===== config.mk =====
export PLATFORM = sky130hd
export DESIGN_NAME = rv_cpu_core
export DESIGN_NICKNAME = d
export VERILOG_FILES = /design/src/rtl/rv_cpu_core_pkg.sv /design/src/rtl/rv_cpu_core_register_file.sv /design/src/rtl/rv_cpu_core.sv
export SDC_FILE = /design/constraint.sdc
export NUM_CORES = 2
export LEC_CHECK = 0
export ABC_AREA = 0
export CAP_MARGIN = 20
export CORE_ASPECT_RATIO = 0.75
export CORE_MARGIN = 1
export CORE_UTILIZATION = 25
export DETAILED_ROUTE_END_ITERATION = 8
export SETUP_SLACK_MARGIN = 0.2
export SYNTH_ARGS = -nofsm -noshare
export SYNTH_HDL_FRONTEND = slang
export SYNTH_SLANG_ARGS = --single-unit

===== constraint.sdc =====
create_clock -name clk -period 19.27 [get_ports clk]
set_input_delay 3.854 -clock clk [delete_from_list [all_inputs] [get_ports clk]]
set_output_delay 3.854 -clock clk [all_outputs]
set_load 0.05 [all_outputs]

===== src/rtl/rv_cpu_core_pkg.sv =====
// rv_cpu_core_pkg: shared types, opcodes and decode/ALU helpers for the RV32I core
package rv_cpu_core_pkg;
  typedef enum logic [2:0] {MEM_B = 3'd0, MEM_H = 3'd1, MEM_W = 3'd2, MEM_BU = 3'd4, MEM_HU = 3'd5} mem_op_t;
  typedef enum logic [3:0] {
    ALU_ADD, ALU_SUB, ALU_SLL, ALU_SLT, ALU_SLTU, ALU_XOR, ALU_SRL, ALU_SRA, ALU_OR, ALU_AND, ALU_B
  } alu_op_t;
  localparam logic [6:0] OP_LUI = 7'b0110111, OP_AUIPC = 7'b0010111, OP_JAL = 7'b1101111;
  localparam logic [6:0] OP_JALR = 7'b1100111, OP_BRANCH = 7'b1100011, OP_LOAD = 7'b0000011;
  localparam logic [6:0] OP_STORE = 7'b0100011, OP_IMM = 7'b0010011, OP_REG = 7'b0110011;
  localparam logic [2:0] F3_BEQ = 3'd0, F3_BNE = 3'd1, F3_BLT = 3'd4, F3_BGE = 3'd5, F3_BLTU = 3'd6, F3_BGEU = 3'd7;
  localparam logic [2:0] F3_ADD = 3'd0, F3_SLL = 3'd1, F3_SLT = 3'd2, F3_SLTU = 3'd3;
  localparam logic [2:0] F3_XOR = 3'd4, F3_SR = 3'd5, F3_OR = 3'd6, F3_AND = 3'd7;
  localparam logic [6:0] F7_ALT = 7'b0100000;
  localparam logic [31:0] NOP = 32'h0000_0013;
  typedef struct packed {
    logic reg_wr;
    logic mem_rd;
    logic mem_wr;
    logic branch;
    logic jal;
    logic jalr;
    logic a_pc;
    logic b_imm;
    alu_op_t alu_op;
    mem_op_t mem_op;
  } ctrl_t;

  function automatic alu_op_t alu_of(input logic [2:0] f3, input logic alt);
    case (f3)
      F3_ADD:  return alt ? ALU_SUB : ALU_ADD;
      F3_SLL:  return ALU_SLL;
      F3_SLT:  return ALU_SLT;
      F3_SLTU: return ALU_SLTU;
      F3_XOR:  return ALU_XOR;
      F3_SR:   return alt ? ALU_SRA : ALU_SRL;
      F3_OR:   return ALU_OR;
      default: return ALU_AND;
    endcase
  endfunction

  // Unsupported opcodes fall through with all enables low, i.e. they retire as NOPs.
  function automatic ctrl_t decode(input logic [31:0] ins);
    ctrl_t c;
    c = '0;
    c.mem_op = mem_op_t'(ins[14:12]);
    case (ins[6:0])
      OP_LUI:    begin c.reg_wr = 1'b1; c.b_imm = 1'b1; c.alu_op = ALU_B; end
      OP_AUIPC:  begin c.reg_wr = 1'b1; c.a_pc = 1'b1; c.b_imm = 1'b1; end
      OP_JAL:    begin c.reg_wr = 1'b1; c.jal = 1'b1; end
      OP_JALR:   begin c.reg_wr = 1'b1; c.jalr = 1'b1; end
      OP_BRANCH: c.branch = 1'b1;
      OP_LOAD:   begin c.reg_wr = 1'b1; c.mem_rd = 1'b1; c.b_imm = 1'b1; end
      OP_STORE:  begin c.mem_wr = 1'b1; c.b_imm = 1'b1; end
      OP_IMM:    begin c.reg_wr = 1'b1; c.b_imm = 1'b1; c.alu_op = alu_of(ins[14:12], ins[14:12] == F3_SR && ins[30]); end
      OP_REG:    begin c.reg_wr = 1'b1; c.alu_op = alu_of(ins[14:12], ins[31:25] == F7_ALT); end
      default:   ;
    endcase
    return c;
  endfunction

  function automatic logic [31:0] imm_of(input logic [31:0] ins);
    logic [6:0] op;
    op = ins[6:0];
    return (op == OP_LUI || op == OP_AUIPC) ? {ins[31:12], 12'b0} :
           op == OP_JAL    ? {{12{ins[31]}}, ins[19:12], ins[20], ins[30:21], 1'b0} :
           op == OP_BRANCH ? {{20{ins[31]}}, ins[7], ins[30:25], ins[11:8], 1'b0} :
           op == OP_STORE  ? {{21{ins[31]}}, ins[30:25], ins[11:7]} :
                             {{21{ins[31]}}, ins[30:20]};
  endfunction

  function automatic logic [31:0] alu(input alu_op_t op, input logic [31:0] a, input logic [31:0] b);
    case (op)
      ALU_SUB:  return a - b;
      ALU_SLL:  return a << b[4:0];
      ALU_SLT:  return {31'b0, $signed(a) < $signed(b)};
      ALU_SLTU: return {31'b0, a < b};
      ALU_XOR:  return a ^ b;
      ALU_SRL:  return a >> b[4:0];
      ALU_SRA:  return $unsigned($signed(a) >>> b[4:0]);
      ALU_OR:   return a | b;
      ALU_AND:  return a & b;
      ALU_B:    return b;
      default:  return a + b;
    endcase
  endfunction

  function automatic logic br_taken(input logic [2:0] f3, input logic [31:0] a, input logic [31:0] b);
    case (f3)
      F3_BEQ:  return a == b;
      F3_BNE:  return a != b;
      F3_BLT:  return $signed(a) < $signed(b);
      F3_BGE:  return $signed(a) >= $signed(b);
      F3_BLTU: return a < b;
      F3_BGEU: return a >= b;
      default: return 1'b0;
    endcase
  endfunction
endpackage


===== src/rtl/rv_cpu_core_register_file.sv =====
// register_file: 32x32 register file, two async read ports with write-through, one sync write port
module register_file (
  input  logic        clk_i,
  input  logic        rst_i,
  input  logic        we_i,
  input  logic [4:0]  wa_i,
  input  logic [31:0] wd_i,
  input  logic [4:0]  ra1_i,
  input  logic [4:0]  ra2_i,
  output logic [31:0] rd1_o,
  output logic [31:0] rd2_o
);
  logic [31:0] registers [32];

  always_ff @(posedge clk_i) begin
    if (rst_i)
      for (int i = 0; i < 32; i++) registers[i] <= '0;
    else if (we_i && wa_i != 5'd0)
      registers[wa_i] <= wd_i;
  end

  assign rd1_o = ra1_i == 5'd0 ? '0 : (we_i && wa_i == ra1_i) ? wd_i : registers[ra1_i];
  assign rd2_o = ra2_i == 5'd0 ? '0 : (we_i && wa_i == ra2_i) ? wd_i : registers[ra2_i];
endmodule


===== src/rtl/rv_cpu_core.sv =====
// rv_cpu_core: 5-stage in-order RV32I pipeline with forwarding, load-use stall and EX-stage redirect
module rv_cpu_core
  import rv_cpu_core_pkg::*;
#(
  parameter logic [31:0] RESET_PC = 32'h0000_0000
) (
  input  logic        clk,
  input  logic        resetn,
  output logic [31:0] pc_out,
  input  logic [31:0] instr_if,
  output logic        mem_wr_en,
  output mem_op_t     mem_op,
  output logic [31:0] mem_addr,
  output logic [31:0] mem_data_in,
  input  logic [31:0] mem_data_out
);
  logic [31:0] pc_q, pc_d;
  logic [31:0] ifid_ins_q, ifid_pc_q;
  ctrl_t       idex_ctrl_q;
  logic [31:0] idex_pc_q, idex_a_q, idex_b_q, idex_imm_q;
  logic [4:0]  idex_rs1_q, idex_rs2_q, idex_rd_q;
  logic [2:0]  idex_f3_q;
  logic        exmem_wr_q, exmem_ld_q, exmem_st_q;
  mem_op_t     exmem_op_q;
  logic [31:0] exmem_res_q, exmem_sd_q;
  logic [4:0]  exmem_rd_q;
  logic        memwb_wr_q;
  logic [31:0] memwb_data_q;
  logic [4:0]  memwb_rd_q;
  logic [4:0]  id_rs1, id_rs2;
  logic [31:0] id_a, id_b, fa, fb, ex_res, ex_tgt;
  logic        ex_taken, ld_use;

  assign id_rs1 = ifid_ins_q[19:15];
  assign id_rs2 = ifid_ins_q[24:20];

  register_file register_file_h (
    .clk_i(clk), .rst_i(resetn), .we_i(memwb_wr_q), .wa_i(memwb_rd_q), .wd_i(memwb_data_q),
    .ra1_i(id_rs1), .ra2_i(id_rs2), .rd1_o(id_a), .rd2_o(id_b)
  );

  always_comb begin
    fa = (exmem_wr_q && exmem_rd_q != 5'd0 && exmem_rd_q == idex_rs1_q) ? exmem_res_q :
         (memwb_wr_q && memwb_rd_q != 5'd0 && memwb_rd_q == idex_rs1_q) ? memwb_data_q : idex_a_q;
    fb = (exmem_wr_q && exmem_rd_q != 5'd0 && exmem_rd_q == idex_rs2_q) ? exmem_res_q :
         (memwb_wr_q && memwb_rd_q != 5'd0 && memwb_rd_q == idex_rs2_q) ? memwb_data_q : idex_b_q;
    ex_res = (idex_ctrl_q.jal || idex_ctrl_q.jalr) ? idex_pc_q + 32'd4 :
             alu(idex_ctrl_q.alu_op, idex_ctrl_q.a_pc ? idex_pc_q : fa, idex_ctrl_q.b_imm ? idex_imm_q : fb);
    ex_taken = idex_ctrl_q.jal || idex_ctrl_q.jalr || (idex_ctrl_q.branch && br_taken(idex_f3_q, fa, fb));
    ex_tgt = idex_ctrl_q.jalr ? (fa + idex_imm_q) & ~32'd1 : idex_pc_q + idex_imm_q;
    ld_use = idex_ctrl_q.mem_rd && (idex_rd_q == id_rs1 || idex_rd_q == id_rs2);
    pc_d = ex_taken ? ex_tgt : ld_use ? pc_q : pc_q + 32'd4;
  end

  assign pc_out      = pc_q;
  assign mem_wr_en   = exmem_st_q && !resetn;
  assign mem_op      = exmem_op_q;
  assign mem_addr    = exmem_res_q;
  assign mem_data_in = exmem_sd_q;

  // A redirect flushes IF/ID and ID/EX and overrides any simultaneous load-use hold.
  always_ff @(posedge clk) begin
    if (resetn) begin
      pc_q        <= RESET_PC;
      ifid_ins_q  <= NOP;
      ifid_pc_q   <= RESET_PC;
      idex_ctrl_q <= '0;
      exmem_wr_q  <= 1'b0;
      exmem_ld_q  <= 1'b0;
      exmem_st_q  <= 1'b0;
      memwb_wr_q  <= 1'b0;
    end else begin
      pc_q <= pc_d;
      if (ex_taken) begin
        ifid_ins_q  <= NOP;
        idex_ctrl_q <= '0;
      end else if (ld_use) begin
        idex_ctrl_q <= '0;
      end else begin
        ifid_ins_q  <= instr_if;
        ifid_pc_q   <= pc_q;
        idex_ctrl_q <= decode(ifid_ins_q);
      end
      idex_pc_q    <= ifid_pc_q;
      idex_a_q     <= id_a;
      idex_b_q     <= id_b;
      idex_imm_q   <= imm_of(ifid_ins_q);
      idex_rs1_q   <= id_rs1;
      idex_rs2_q   <= id_rs2;
      idex_rd_q    <= ifid_ins_q[11:7];
      idex_f3_q    <= ifid_ins_q[14:12];
      exmem_wr_q   <= idex_ctrl_q.reg_wr;
      exmem_ld_q   <= idex_ctrl_q.mem_rd;
      exmem_st_q   <= idex_ctrl_q.mem_wr;
      exmem_op_q   <= idex_ctrl_q.mem_op;
      exmem_res_q  <= ex_res;
      exmem_sd_q   <= fb;
      exmem_rd_q   <= idex_rd_q;
      memwb_wr_q   <= exmem_wr_q;
      memwb_rd_q   <= exmem_rd_q;
      memwb_data_q <= exmem_ld_q ? mem_data_out : exmem_res_q;
    end
  end
endmodule


==> summary.txt <==
Status
  • Result of the run: complete, no violations

Route
  • Number of vias per cell: 5.47
  • Routed WL: 331000 µm
  • Via count of the routed design: 62400
  • Number of routed nets with antenna violations: 0
  • Number of optimization iterations in the first detailed-route pass: 6
  • Drt first-iter violations: 9119
  • Post-DR wirelength/cell: 29.0 µm
  • Final routed DRC violation total: 0

Critical path
  • CP Launch Point: resetn
  • CP arrival: 5210 ps
  • Slowest cell delay on critical path: 730 ps
  • Crit start category: input pin
  • Type of element capturing the critical path: output pin
  • Slowest-stage cell, CP: sky130_fd_sc_hd__clkdlybuf4s50_1
  • Data required, critical path: 15420 ps
  • Register-to-register setup slack: 11080 ps
  • Setup CP Type: in2out
  • Worst path cell trace: buf_4 > nor2b_1 > clkdlybuf4s50_1
  • Reg-to-reg startpoint: exmem_rd_q[1]$_DFFE_PN_
  • Critical-path maximum fanout: 51

Hold path
  • Origin of the worst min-delay path: idex_ctrl_q[1]$_SDFF_PP0_
  • Path type of the worst min-delay path: reg2reg

Timing
  • Slew at the pin with the worst max-slew slack: 1230 ps
  • Fin Hold WS: 342 ps
  • Setup TNS: 0 ps
  • Normalized max-slew margin: 0.154
  • Time the final worst path needs with I/O delays and setup: 9070 ps
  • Unrepaired setup endpoints after global routing: false
  • Final Cycle Share: 0.470
  • Highest attainable clock frequency: 110 MHz
  • Final-report setup violation count: 0
  • Clock Skew: 79.0 ps
  • Final Slew Violations: 0
  • Final hold vios: 0

Synth
  • Post-synthesis async set-or-reset flop share: 0
  • Synth warn: 0
  • Sequential element share of the synthesized area: 0.484
  • Mean area per synthesized cell: 12.2 µm²
  • Synth Flop Type: sky130_fd_sc_hd__edfxtp_1
  • Yosys reg bits: 1394
  • Number of flops mapped to enable cells by yosys: 1279
  • Count of cell types in the netlist: 99
  • Number of standard cells after synthesis: 6871
  • Post-synth design cell area: 84200 µm²

Die
  • Die extent in y: 504 µm
  • Initial core utilization: 0.251
  • Top-level port count: 166
  • Die footprint: 339000 µm²
  • Cell row count: 184
  • Core region area: 335000 µm²
  • Horiz. Die Dim: 672 µm

Clocking
  • Post-cts gate resize count: 0
  • Number of buffers created by CTS: 153
  • Clock tree from TritonCTS: built
  • # clock sinks: 1394
  • Clock transition at the registers of the reported paths: 60 ps
  • Number of buffers added for setup after CTS: 0
  • Latest clock arrival within the worst-skew pair: 840 ps
  • CTS H-tree depth: 4
  • Root buf cell: sky130_fd_sc_hd__clkbuf_16
  • Number of buffers inserted for hold repair after clock tree synthesis: 0
  • Maximum clock path buffer count: 4

Pwr
  • VDD IR max: 0.0684 mV
  • Static Leakage: 34.3 nW
  • Total Power: 8.38 mW
  • Power density normalized to cell area: 87.0 nW/µm²

Cells and area
  • Area used by multi-input combinational logic: 41400 µm²
  • Register bank with the most flops: register_file_h.registers
  • Sequential standard cell area: 40800 µm²
  • Flip-flop count of the largest register, all copies and words added: 1024
  • Synth-to-Final Area Change: 14.4%
  • Share of post-route cells with drive strength above 1: 0.168
  • Filler instances: 33800
  • Nets@finish: 7084

GRT
  • Initial antenna violation count: 19
  • Largest net degree at the start of global routing: 135
  • GRT Resource Usage Total: 0.189
  • Remaining global-route overflow: 0
  • First-pass GRT wire length: 463000 µm
  • Via count of the first global-routing pass: 60400

Placed design
  • Placer's final routability congestion estimate: 1.01
  • Final HPWL from detailed placement: 226000 µm
  • IO Port Bufs: 165

Flow run
  • Max-capacitance violation count: 0
cell usage in the layout, fill, tap and decap left out, drive strengths merged, types with 164 or more instances in the layout:
cell	n
clkdlybuf4s50	164
nand2	307
mux4	520
ha	192
and2	1002
a21oi	218
nor2	415
edfxtp	1279
o21ai	264
buf	200
clkbuf	198
mux2i	477
cells by family (layout without fill, tap and decap cells):
group / Yosys count / in the layout / share of synthesized area
other cells: 1 / 52 / 0.0000446
compound gates: 1111 / 1111 / 0.0873
mux: 1092 / 1092 / 0.210
buf+inv: 741 / 768 / 0.0347
xor+xnor: 168 / 168 / 0.0175
flops: 1394 / 1394 / 0.484
fa+ha+maj: 196 / 196 / 0.0295
simple gates: 2168 / 2168 / 0.138
layout make-up:
cell class / count / area share
well taps: 4464 / 0.0580
multi-input cells: 4767 / 0.430
repair buffers: 364 / 0.0347
clock inverters: 64 / 0.00568
inverters: 142 / 0.00561
flip-flops and latches: 1394 / 0.423
clock buffers: 198 / 0.0423
diodes: 20 / 0.000520
power by group:
part           internal, mW  switching [mW]
registers              3.46           0.218
logic                 0.632            1.20
clock network          1.59            1.27
total                  5.68            2.69
worst paths after layout:
kind	endpoint	cells after the start
max reg2reg	mem_addr[31]$_DFFE_PN_	23
min	mem_op[1]$_DFFE_PN_	0
min reg2reg	mem_op[1]$_DFFE_PN_	0
max	mem_wr_en	3
critical path, delay by kind of cell:
kind | cells | cell delay, ps
buf+inv | 2 | 1230
simple gates | 1 | 120
per-layer routing:
layer / vias up / GRT usage / wire [µm]
met4: 10 / 0.0666 / 12800
met1: 31900 / 0.269 / 138000
met2: 4022 / 0.271 / 140000
met5: - / 0.00436 / 256
met3: 577 / 0.0530 / 40300
li1: 25900 / - / -
per-stage QoR:
step	setup slack [ps]	cells	area [µm²]	utilization
floorplan	466	6902	84300	-
global placement	10230	11100	91500	0.273
detailed placement	10190	11100	91500	0.273
CTS	10200	11400	96100	0.287
global route	10150	11400	96300	0.287
finish	10200	11400	96300	0.287
synthesized netlist by cell type (15+ instances only):
| master | count | area, µm² |
|---|---|---|
| sky130_fd_sc_hd__edfxtp_1 | 1279 | 38400 |
| sky130_fd_sc_hd__and2_1 | 1002 | 6270 |
| sky130_fd_sc_hd__mux4_2 | 520 | 11700 |
| sky130_fd_sc_hd__mux2i_1 | 465 | 4650 |
| sky130_fd_sc_hd__clkbuf_1 | 450 | 1690 |
| sky130_fd_sc_hd__nor2_1 | 414 | 1550 |
| sky130_fd_sc_hd__nand2_1 | 306 | 1150 |
| sky130_fd_sc_hd__o21ai_0 | 242 | 1210 |
| sky130_fd_sc_hd__a21oi_1 | 218 | 1090 |
| sky130_fd_sc_hd__ha_1 | 192 | 2400 |
| sky130_fd_sc_hd__inv_1 | 137 | 514 |
| sky130_fd_sc_hd__nand3_1 | 126 | 631 |
| sky130_fd_sc_hd__dfxtp_1 | 115 | 2300 |
| sky130_fd_sc_hd__xnor2_1 | 110 | 963 |
| sky130_fd_sc_hd__a211oi_1 | 96 | 721 |
| sky130_fd_sc_hd__mux2_2 | 94 | 1060 |
| sky130_fd_sc_hd__nor3_1 | 94 | 470 |
| sky130_fd_sc_hd__buf_1 | 84 | 315 |
| sky130_fd_sc_hd__o22ai_1 | 72 | 450 |
| sky130_fd_sc_hd__a31oi_1 | 68 | 425 |
| sky130_fd_sc_hd__xor2_1 | 58 | 508 |
| sky130_fd_sc_hd__o211ai_1 | 55 | 413 |
| sky130_fd_sc_hd__a21o_1 | 54 | 405 |
| sky130_fd_sc_hd__a221oi_1 | 54 | 473 |
| sky130_fd_sc_hd__buf_2 | 50 | 250 |
| sky130_fd_sc_hd__nand2b_1 | 47 | 294 |
| sky130_fd_sc_hd__nor2b_1 | 45 | 282 |
| sky130_fd_sc_hd__and3_1 | 33 | 206 |
| sky130_fd_sc_hd__o221ai_1 | 30 | 263 |
| sky130_fd_sc_hd__nand4_1 | 29 | 181 |
| sky130_fd_sc_hd__o21ai_1 | 22 | 110 |
| sky130_fd_sc_hd__a22oi_1 | 19 | 143 |
| sky130_fd_sc_hd__a221o_1 | 17 | 170 |
| sky130_fd_sc_hd__o21bai_1 | 17 | 128 |
| sky130_fd_sc_hd__or3_1 | 15 | 93.8 |
Power figures use the tool's default switching activity.
